<file path="config.mk">
export PLATFORM = sky130hd
export DESIGN_NAME = alu_b_seq
export DESIGN_NICKNAME = d
export VERILOG_FILES = /design/src/rtl/cft_pkg.sv /design/src/rtl/alu_b_seq_timer.sv /design/src/rtl/alu_b_seq.sv
export SDC_FILE = /design/constraint.sdc
export NUM_CORES = 1
export LEC_CHECK = 0
export ABC_CLOCK_PERIOD_IN_PS = 1500
export CAP_MARGIN = 20
export CORE_MARGIN = 2
export CORE_UTILIZATION = 38
export DETAILED_ROUTE_END_ITERATION = 12
export GPL_TIMING_DRIVEN = 0
export PLACE_DENSITY = 0.74
export SLEW_MARGIN = 20
export SYNTH_ARGS = -nofsm -noshare
export SYNTH_HDL_FRONTEND = slang
export SYNTH_SLANG_ARGS = --single-unit
</file>
<file path="constraint.sdc">
create_clock -name clk -period 1.5 [get_ports clk]
set_input_delay 0.225 -clock clk [delete_from_list [all_inputs] [get_ports clk]]
set_output_delay 0.225 -clock clk [all_outputs]
set_load 0.02 [all_outputs]
</file>
<file path="src/rtl/cft_pkg.sv">
// rtl/cft_pkg.sv - shared state encoding and width constants for the ALU B write sequencer
package cft_pkg;

    localparam int WORD_W = 16;
    localparam int CNT_W  = 4;

    typedef enum logic [2:0] {
        ST_IDLE   = 3'd0,
        ST_SETUP  = 3'd1,
        ST_STROBE = 3'd2,
        ST_HOLD   = 3'd3,
        ST_DONE   = 3'd4
    } state_t;

endpackage

</file>
<file path="src/rtl/alu_b_seq_timer.sv">
// rtl/alu_b_seq_timer.sv - phase cycle counter: load, decrement, terminal-count flag
//
// Ports:
//   clk, nreset       clock, synchronous active-low reset
//   load, load_val    load the counter with load_val (phase length minus one)
//   tc                high while the count is zero, i.e. the last cycle of a phase
module alu_b_seq_timer
    import cft_pkg::*;
(
    input  logic             clk,
    input  logic             nreset,
    input  logic             load,
    input  logic [CNT_W-1:0] load_val,
    output logic             tc
);

    logic [CNT_W-1:0] cnt;

    always_ff @(posedge clk) begin
        if (!nreset) begin
            cnt <= '0;
        end else if (load) begin
            cnt <= load_val;
        end else if (cnt != '0) begin
            cnt <= cnt - 1'b1;
        end
    end

    assign tc = (cnt == '0);

endmodule

</file>
<file path="src/rtl/alu_b_seq.sv">
// rtl/alu_b_seq.sv - ALU B register write sequencer with fixed-priority microcode/front-panel arbitration
//
// Optional feature macro: ALU_B_SHADOW_EN (adds the shadow port and register).
//
// Ports:
//   clk, nreset            clock, synchronous active-low reset
//   nreq_uc, uc_data       microcode request (active low, level) and its value
//   nack_uc                microcode completion, one-cycle low pulse
//   nreq_dfp, dfp_data     front panel request (active low, level) and its value
//   nack_dfp               front panel completion, one-cycle low pulse
//   ibus_out, nibus_oe     value and active-low drive enable toward IBUS
//   nwalu                  ALU B write strobe, active low; B latches on its rising edge
//   busy                   high whenever the sequencer is not idle
//   shadow                 last value strobed into ALU B (ALU_B_SHADOW_EN only)
module alu_b_seq
    import cft_pkg::*;
#(
    parameter int SETUP_CYC  = 2,
    parameter int STROBE_CYC = 1,
    parameter int HOLD_CYC   = 1
)
(
    input  logic              clk,
    input  logic              nreset,
    input  logic              nreq_uc,
    input  logic [WORD_W-1:0] uc_data,
    output logic              nack_uc,
    input  logic              nreq_dfp,
    input  logic [WORD_W-1:0] dfp_data,
    output logic              nack_dfp,
    output logic [WORD_W-1:0] ibus_out,
    output logic              nibus_oe,
    output logic              nwalu,
    output logic              busy
`ifdef ALU_B_SHADOW_EN
    ,
    output logic [WORD_W-1:0] shadow
`endif
);

    // The timer counts down to zero, so each phase loads its length minus one.
    localparam logic [CNT_W-1:0] SETUP_LD  = CNT_W'(SETUP_CYC - 1);
    localparam logic [CNT_W-1:0] STROBE_LD = CNT_W'(STROBE_CYC - 1);
    localparam logic [CNT_W-1:0] HOLD_LD   = CNT_W'(HOLD_CYC - 1);

    state_t           state;
    logic             grant_dfp;
    logic             req_any;
    logic             ld;
    logic [CNT_W-1:0] ld_val;
    logic             tc;

    assign req_any = !nreq_uc || !nreq_dfp;

    // Reload the timer on every phase entry that is followed by a timed phase.
    always_comb begin
        ld     = 1'b0;
        ld_val = SETUP_LD;
        case (state)
            ST_IDLE:   begin ld = req_any; ld_val = SETUP_LD;  end
            ST_SETUP:  begin ld = tc;      ld_val = STROBE_LD; end
            ST_STROBE: begin ld = tc;      ld_val = HOLD_LD;   end
            default:   begin ld = 1'b0;    ld_val = SETUP_LD;  end
        endcase
    end

    alu_b_seq_timer u_timer (
        .clk      (clk),
        .nreset   (nreset),
        .load     (ld),
        .load_val (ld_val),
        .tc       (tc)
    );

    // Outputs are registered alongside the state so they always match the
    // state being entered.
    always_ff @(posedge clk) begin
        if (!nreset) begin
            state     <= ST_IDLE;
            grant_dfp <= 1'b0;
            ibus_out  <= '0;
            nibus_oe  <= 1'b1;
            nwalu     <= 1'b1;
            nack_uc   <= 1'b1;
            nack_dfp  <= 1'b1;
            busy      <= 1'b0;
        end else begin
            case (state)
                ST_IDLE: begin
                    if (req_any) begin
                        // Microcode wins a tie; the front panel stays pending.
                        grant_dfp <= nreq_uc;
                        ibus_out  <= !nreq_uc ? uc_data : dfp_data;
                        nibus_oe  <= 1'b0;
                        busy      <= 1'b1;
                        state     <= ST_SETUP;
                    end
                end
                ST_SETUP: begin
                    if (tc) begin
                        nwalu <= 1'b0;
                        state <= ST_STROBE;
                    end
                end
                ST_STROBE: begin
                    if (tc) begin
                        nwalu <= 1'b1;
                        state <= ST_HOLD;
                    end
                end
                ST_HOLD: begin
                    if (tc) begin
                        nibus_oe <= 1'b1;
                        nack_uc  <= grant_dfp;
                        nack_dfp <= !grant_dfp;
                        state    <= ST_DONE;
                    end
                end
                ST_DONE: begin
                    nack_uc  <= 1'b1;
                    nack_dfp <= 1'b1;
                    busy     <= 1'b0;
                    state    <= ST_IDLE;
                end
                default: begin
                    nibus_oe <= 1'b1;
                    nwalu    <= 1'b1;
                    nack_uc  <= 1'b1;
                    nack_dfp <= 1'b1;
                    busy     <= 1'b0;
                    state    <= ST_IDLE;
                end
            endcase
        end
    end

`ifdef ALU_B_SHADOW_EN
    // Captured on the same edge that ends the strobe, i.e. when B latches.
    always_ff @(posedge clk) begin
        if (!nreset) begin
            shadow <= '0;
        end else if (state == ST_STROBE && tc) begin
            shadow <= ibus_out;
        end
    end
`endif

endmodule
</file>
==> impl_metrics.tcl, run 1 <==
set metrics [dict create \
    grt_max_degree 11 \
    crit_arrival_ns 1.25 \
    clkPwrFrac 0.157 \
    io_pins 57 \
    synthToLayoutAreaGrowth_pct 56.1 \
    min_path_type "flip-flop to flip-flop" \
    swShare 0.383 \
    clkLatencyLatePin_ns 0.27 \
    start_util 0.391 \
    finalCritPeriodShare 0.982 \
    htreeDepth 2 \
    fmax_ghz 0.679 \
    pwr-share-comb 0.542 \
    layout_commonest_cell "clkdlybuf4s50_1" \
    status "complete, no violations" \
    synth_warnings 0 \
    dieArea_um2 4240 \
    diodes 0 \
    netlist.area_leader.share 0.409 \
    grt_overflow 0 \
    maxCapViolations 0 \
    cp_top_family "buffers and inverters" \
    port_buffers 56 \
    synth_top_family_by_area "compound AO/OA/AOI/OAI gates" \
    max_stage_delay_ns 0.62 \
    p_leak_nw 0.906 \
    internal-power_w 0.00248 \
    fin_skew_ns 0.00234 \
    power_density_nw_per_um2 1810 \
    yosysTopAreaCell "dfxtp_1" \
    cp.required_ns 1.27 \
    report.final.slew_viol_count 0 \
    yosys.area_share.adder 0.00881 \
    die_w_um 65.1 \
    cts_buffer_depth 2 \
    grt_pass1_wl_mm 5.69 \
    yosysSeqAreaShare 0.409 \
    setup_viol 0 \
    worstMarginPinSlew_ns 0.493 \
    routabilityCongestion 0.779 \
    crit_slowest_cell "clkdlybuf4s50_1" \
    cts_inserted_buffers 5 \
    vias 1312 \
    hpwl_mm 2.58 \
    core_area_um2 3630 \
    p_seq_frac 0.301 \
    slew_headroom 0.671 \
    fillCellCount 319 \
    dr.pass1.iters 4 \
    rsz0062_at_grt "false" \
    cts_root_buf "clkbuf_8" \
    ant_nets 0 \
    postSynth.asyncResetShare 0 \
    cts.clk_slew.worst_paths_ns 0.06 \
    synth_ff_type "dfxtp_1" \
    finalPower_w 0.00401 \
    antenna_found_initial 0 \
    drive_gt1_frac 0.211 \
    end_kind "primary output" \
    drt_iter0_markers 32 \
    synth-compound-area-share 0.236 \
    irDropWorstVdd_uv 742 \
    wl_mm 3.49 \
    min_period_ns 1.47 \
    crit_type "flip-flop to primary output" \
    fin_nets 246 \
    num_rows 22 \
    cts_sinks 29 \
    crit_fanout 2 \
    ys_ff_latch 29 \
    worstPathCellList "clkdlybuf4s50_1" \
    synth_area_leaders "dfxtp_1 (41%), mux2i_1 (12%), a211oi_2 (11%), nor2_1 (5.3%), a211oi_1 (2.6%)" \
    wl_per_cell_um 13.6 \
    syn_avg_cell_area_um2 10.0 \
    crit_path_start_kind "flip-flop" \
    synth_edf_count 0 \
    synth_nets 179 \
    synth-xor-area-share 0.0123 \
    placed_area_um2 2050 \
    yosys.area_share.simple 0.156 \
    final_util 0.610 \
    cts_tree "yes" \
    syn-cell-area_um2 1420 \
    finalHoldViolations 0 \
    p_switching_w 0.00154 \
    synthMuxAreaShare 0.128 \
    grt_pass1_vias 1304 \
    cp_num_buf_inv 1 \
    syn_inst 142 \
    synth_cell_types 38 \
    grt_usage 0.178 \
    drc 0 \
    final_cell_mix "clkdlybuf4s50_1 (49), dfxtp_1 (29), nor2_1 (20)" \
    routed_via_density 5.11 \
    postLayoutCellArea_um2 2220 \
    die_h_um 65.1 \
]
## Yosys cell counts, types with 2 or more instances
library cell,n
a211oi_2,13
nor2_1,20
xnor2_1,2
nor2_2,3
nor3_1,6
mux2i_1,17
a211oi_1,5
buf_6,2
a21oi_1,6
nand2b_1,3
o21ai_0,2
dfxtp_1,29
buf_1,2
inv_1,3
buf_2,3
o31a_1,2
nand2_1,3
## per-stage QoR
step / cells / setup WS (ns) / TNS, ns / hold slack [ns]
floorplan: 142 / 0.000790 / 0 / 0.296
global placement: 246 / -0.509 / -10.07 / 0.472
detailed placement: 246 / -0.515 / -10.29 / 0.489
CTS: 256 / 0.0101 / 0 / 0.500
global route: 257 / 0.00297 / 0 / 0.520
finish: 257 / 0.0277 / 0 / 0.490
## layer usage
layer / global-route usage / wire length (um)
met1: 0.192 / 1430
met2: 0.316 / 1810
met3: 0.0548 / 169
met4: 0.0885 / 74
met5: 0 / 0
## cell families (layout without fill, tap and decap cells)
group                    after synthesis  count (layout)
AO/OA/AOI/OAI                         35              35
XOR/XNOR                               2               2
adder cells (fa/ha/maj)                1               1
buffers and inverters                 13              80
flip-flops                            29              29
multiplexers                          18              18
AND/OR/NAND/NOR                       44              44
## state kept, by name, indices dropped and copies added, names as in the netlist
signal       count
nwalu            1
u_timer.cnt      4
nack_uc          1
nack_dfp         1
state            3
ibus_out        16
grant_dfp        1
nibus_oe         1
busy             1
## repair_timing
action,in CTS,in global routing
hold buffers,0,0
resized for setup,9,11
endpoints found under the setup margin,26,21
buffers inserted,3,1
pin swaps,1,1
## final timing paths
kind	slack, ns	depth (start not counted)	start	to
hold / removal	0.49	2	nack_uc	nack_uc
hold reg to reg	0.49	2	nack_uc	nack_uc
setup reg to reg	0.06	5	u_timer.cnt[0]	nibus_oe
setup / recovery	0.03	1	ibus_out[5]	ibus_out[5]
## cell type report
class	instances	area, um^2	share of cell area
Inverter	4	16.3	0.00734
Timing Repair Buffer	60	601	0.271
Clock buffer	7	86.3	0.0389
Tap cell	48	60.1	0.0271
Multi-Input combinational cell	100	810	0.365
Buffer	9	63.8	0.0288
Sequential cell	29	581	0.262
## power groups by stage
stage	clock network, W	registers [W]	logic [W]
after detailed placement	0	0.00121	0.00197
final	0.000629	0.00121	0.00218
after floorplan	0	0.00141	0.00109
after global placement	0	0.00120	0.00194
after CTS	0.000646	0.00121	0.00209
after global routing	0.000690	0.00124	0.00235
(Power assumes the default switching activity.)
==> run 2, diff against run 1 <==
--- a/config.mk
+++ b/config.mk
@@ -7,12 +7,14 @@
 export LEC_CHECK = 0
 export ABC_CLOCK_PERIOD_IN_PS = 1500
 export CAP_MARGIN = 20
-export CORE_MARGIN = 2
+export CORE_MARGIN = 4
 export CORE_UTILIZATION = 38
 export DETAILED_ROUTE_END_ITERATION = 12
+export GPL_ROUTABILITY_DRIVEN = 0
 export GPL_TIMING_DRIVEN = 0
 export PLACE_DENSITY = 0.74
 export SLEW_MARGIN = 20
 export SYNTH_ARGS = -nofsm -noshare
 export SYNTH_HDL_FRONTEND = slang
 export SYNTH_SLANG_ARGS = --single-unit
+export TNS_END_PERCENT = 1
==> run 2 against run 1 <==
Maximum frequency rose by 0.15%. Via count fell by 1.5%. First-iteration DRC count rose by 38%. Count of clock-buffer cells in the layout fell by 2. Sequential cell count did not move. Core utilization rose by 3.1 points. Clock power fell by 0.6%. Non-clock buffer count did not move. Worst hold slack got worse by 0.089 ns. Highest routed layer unchanged.
==> impl_metrics.tcl, run 2 (synthesis gave the netlist of run 1 again) <==
set metrics [dict create \
    fin_cells 256 \
    fin_skew_ns 0.00986 \
    dr.pass1.iters 4 \
    seq_area_um2 583 \
    p_switching_w 0.00161 \
    p_seq_frac 0.301 \
    min_period_ns 1.47 \
    cp.required_ns 1.27 \
    pwr-share-comb 0.545 \
    crit_type "flip-flop to primary output" \
    drive_gt1_frac 0.238 \
    cts_buffer_depth 2 \
    setup_viol 0 \
    crit_arrival_ns 1.24 \
    num_rows 21 \
    slew_headroom 0.775 \
    rsz0062_at_grt "true" \
    grt_overflow 0 \
    grt_pass1_vias 1349 \
    power_density_nw_per_um2 1820 \
    port_buffers 56 \
    final_cell_mix "clkdlybuf4s50_1 (49), dfxtp_1 (27), nor2_1 (20)" \
    finalHoldViolations 0 \
    dieArea_um2 4780 \
    diodes 0 \
    antenna_found_initial 0 \
    worstPathCellList "clkdlybuf4s50_1" \
    core_area_um2 3470 \
    die_w_um 69.1 \
    drt_iter0_markers 44 \
    maxCapViolations 0 \
    clkLatencyLatePin_ns 0.29 \
    end_kind "primary output" \
    clkPwrFrac 0.155 \
    dp_slack_ns -0.549 \
    start_util 0.409 \
    crit_path_start_kind "flip-flop" \
    cp_top_family "buffers and inverters" \
    grt_usage 0.171 \
    cts.clk_slew.worst_paths_ns 0.07 \
    holdPathStages 4 \
    rr_worst_depth 4 \
    reg_top3 "ibus_out x16, u_timer.cnt x4, state x3" \
    ctsHoldBuffers 0 \
    hold_start "nreq_dfp" \
    final_util 0.641 \
    die_h_um 69.1 \
    ff2ff_setup_slack_ns 0.04 \
    synthToLayoutAreaGrowth_pct 56.6 \
    setup_ws_ns 0.0300 \
    cts_sinks 29 \
    crit_slowest_cell "clkdlybuf4s50_1" \
    placed_area_um2 2040 \
    fmax_ghz 0.680 \
    vias 1292 \
    wl_per_cell_um 15.3 \
    irDropWorstVdd_uv 656 \
    htreeDepth 2 \
    finalCritPeriodShare 0.980 \
    cp_num_buf_inv 1 \
    report.final.slew_viol_count 0 \
    multi_input_area_um2 810 \
    fin_nets 246 \
    crit_fanout 2 \
    ant_nets 0 \
    finalPower_w 0.00404 \
    r2r_end "nibus_oe" \
    wl_mm 3.92 \
    grt_max_degree 11 \
    max_stage_delay_ns 0.63 \
    min_path_type "primary input to flip-flop" \
    routed_via_density 5.05 \
    largest-register "ibus_out" \
    cts_inserted_buffers 5 \
    status "complete, no violations" \
    layout_commonest_cell "clkdlybuf4s50_1" \
    io_pins 57 \
    grt_pass1_wl_mm 6.55 \
    cts_root_buf "clkbuf_8" \
    fillCellCount 288 \
    worstHoldEndpoint "grant_dfp" \
    hpwl_mm 2.95 \
    largest_reg_flops 16 \
    place_inst 244 \
    cts_tree "yes" \
    worstMarginPinSlew_ns 0.337 \
    r2r_start "state[0]" \
    swShare 0.397 \
    postLayoutCellArea_um2 2220 \
    p_leak_nw 0.915 \
    internal-power_w 0.00243 \
    drc 0 \
]
-- run 2: cell count changes in the layout (fill, tap and decap cells not counted), moves of 2 or more --
cell,before,now
clkbuf_1,2,0
clkinvlp_4,0,2
dfxtp_1,29,27
dfxtp_2,0,2
-- run 2: cell type report --
class | count | area share
clock inverters | 3 | 0.00788
flip-flops and latches | 29 | 0.262
inverters | 4 | 0.00844
multi-input cells | 100 | 0.364
repair buffers | 60 | 0.270
well taps | 46 | 0.0259
plain buffers | 9 | 0.0304
clock buffers | 5 | 0.0310
-- run 2: how the worst max path moves through the flow --
stage	endpoint	start	cells after the start	slack, ns
floorplan	nwalu	u_timer.cnt[0]	5	0.0008
global placement	ibus_out[13]	nreq_dfp	4	-0.49
detailed placement	ibus_out[6]	nreq_dfp	5	-0.55
CTS	ibus_out[11]	ibus_out[11]	1	0.003
global route	nibus_oe	state[0]	4	-0.008
finish	ibus_out[12]	ibus_out[12]	1	0.03
-- run 2: what timing repair did --
| action | CTS | global route |
|---|---|---|
| setup endpoints to repair | 27 | 28 |
| pin swaps | 1 | 1 |
| buffers inserted | 3 | 1 |
| resized for setup | 8 | 17 |
-- run 2: per-stage QoR --
stage / hold WS [ns] / setup TNS, ns
after floorplan: 0.296 / 0
after global placement: 0.472 / -9.70
final: 0.401 / 0
after global routing: 0.433 / -0.00983
after detailed placement: 0.496 / -10.73
after CTS: 0.505 / 0
-- run 2: power groups by stage --
stage	combinational, W	clock, W	sequential, W
floorplan	0.00109	0	0.00141
global placement	0.00194	0	0.00119
detailed placement	0.00201	0	0.00121
CTS	0.00213	0.000645	0.00120
global route	0.00238	0.000681	0.00124
finish	0.00220	0.000625	0.00121
-- run 2: per-layer routing --
layer,vias up,routed length (um),share of wire,global-route usage
li1,650,-,-,-
met1,599,1650,0.42,0.188
met2,38,2010,0.51,0.304
met3,5,186,0.047,0.0465
met4,0,71,0.018,0.0738
met5,-,0,0,0
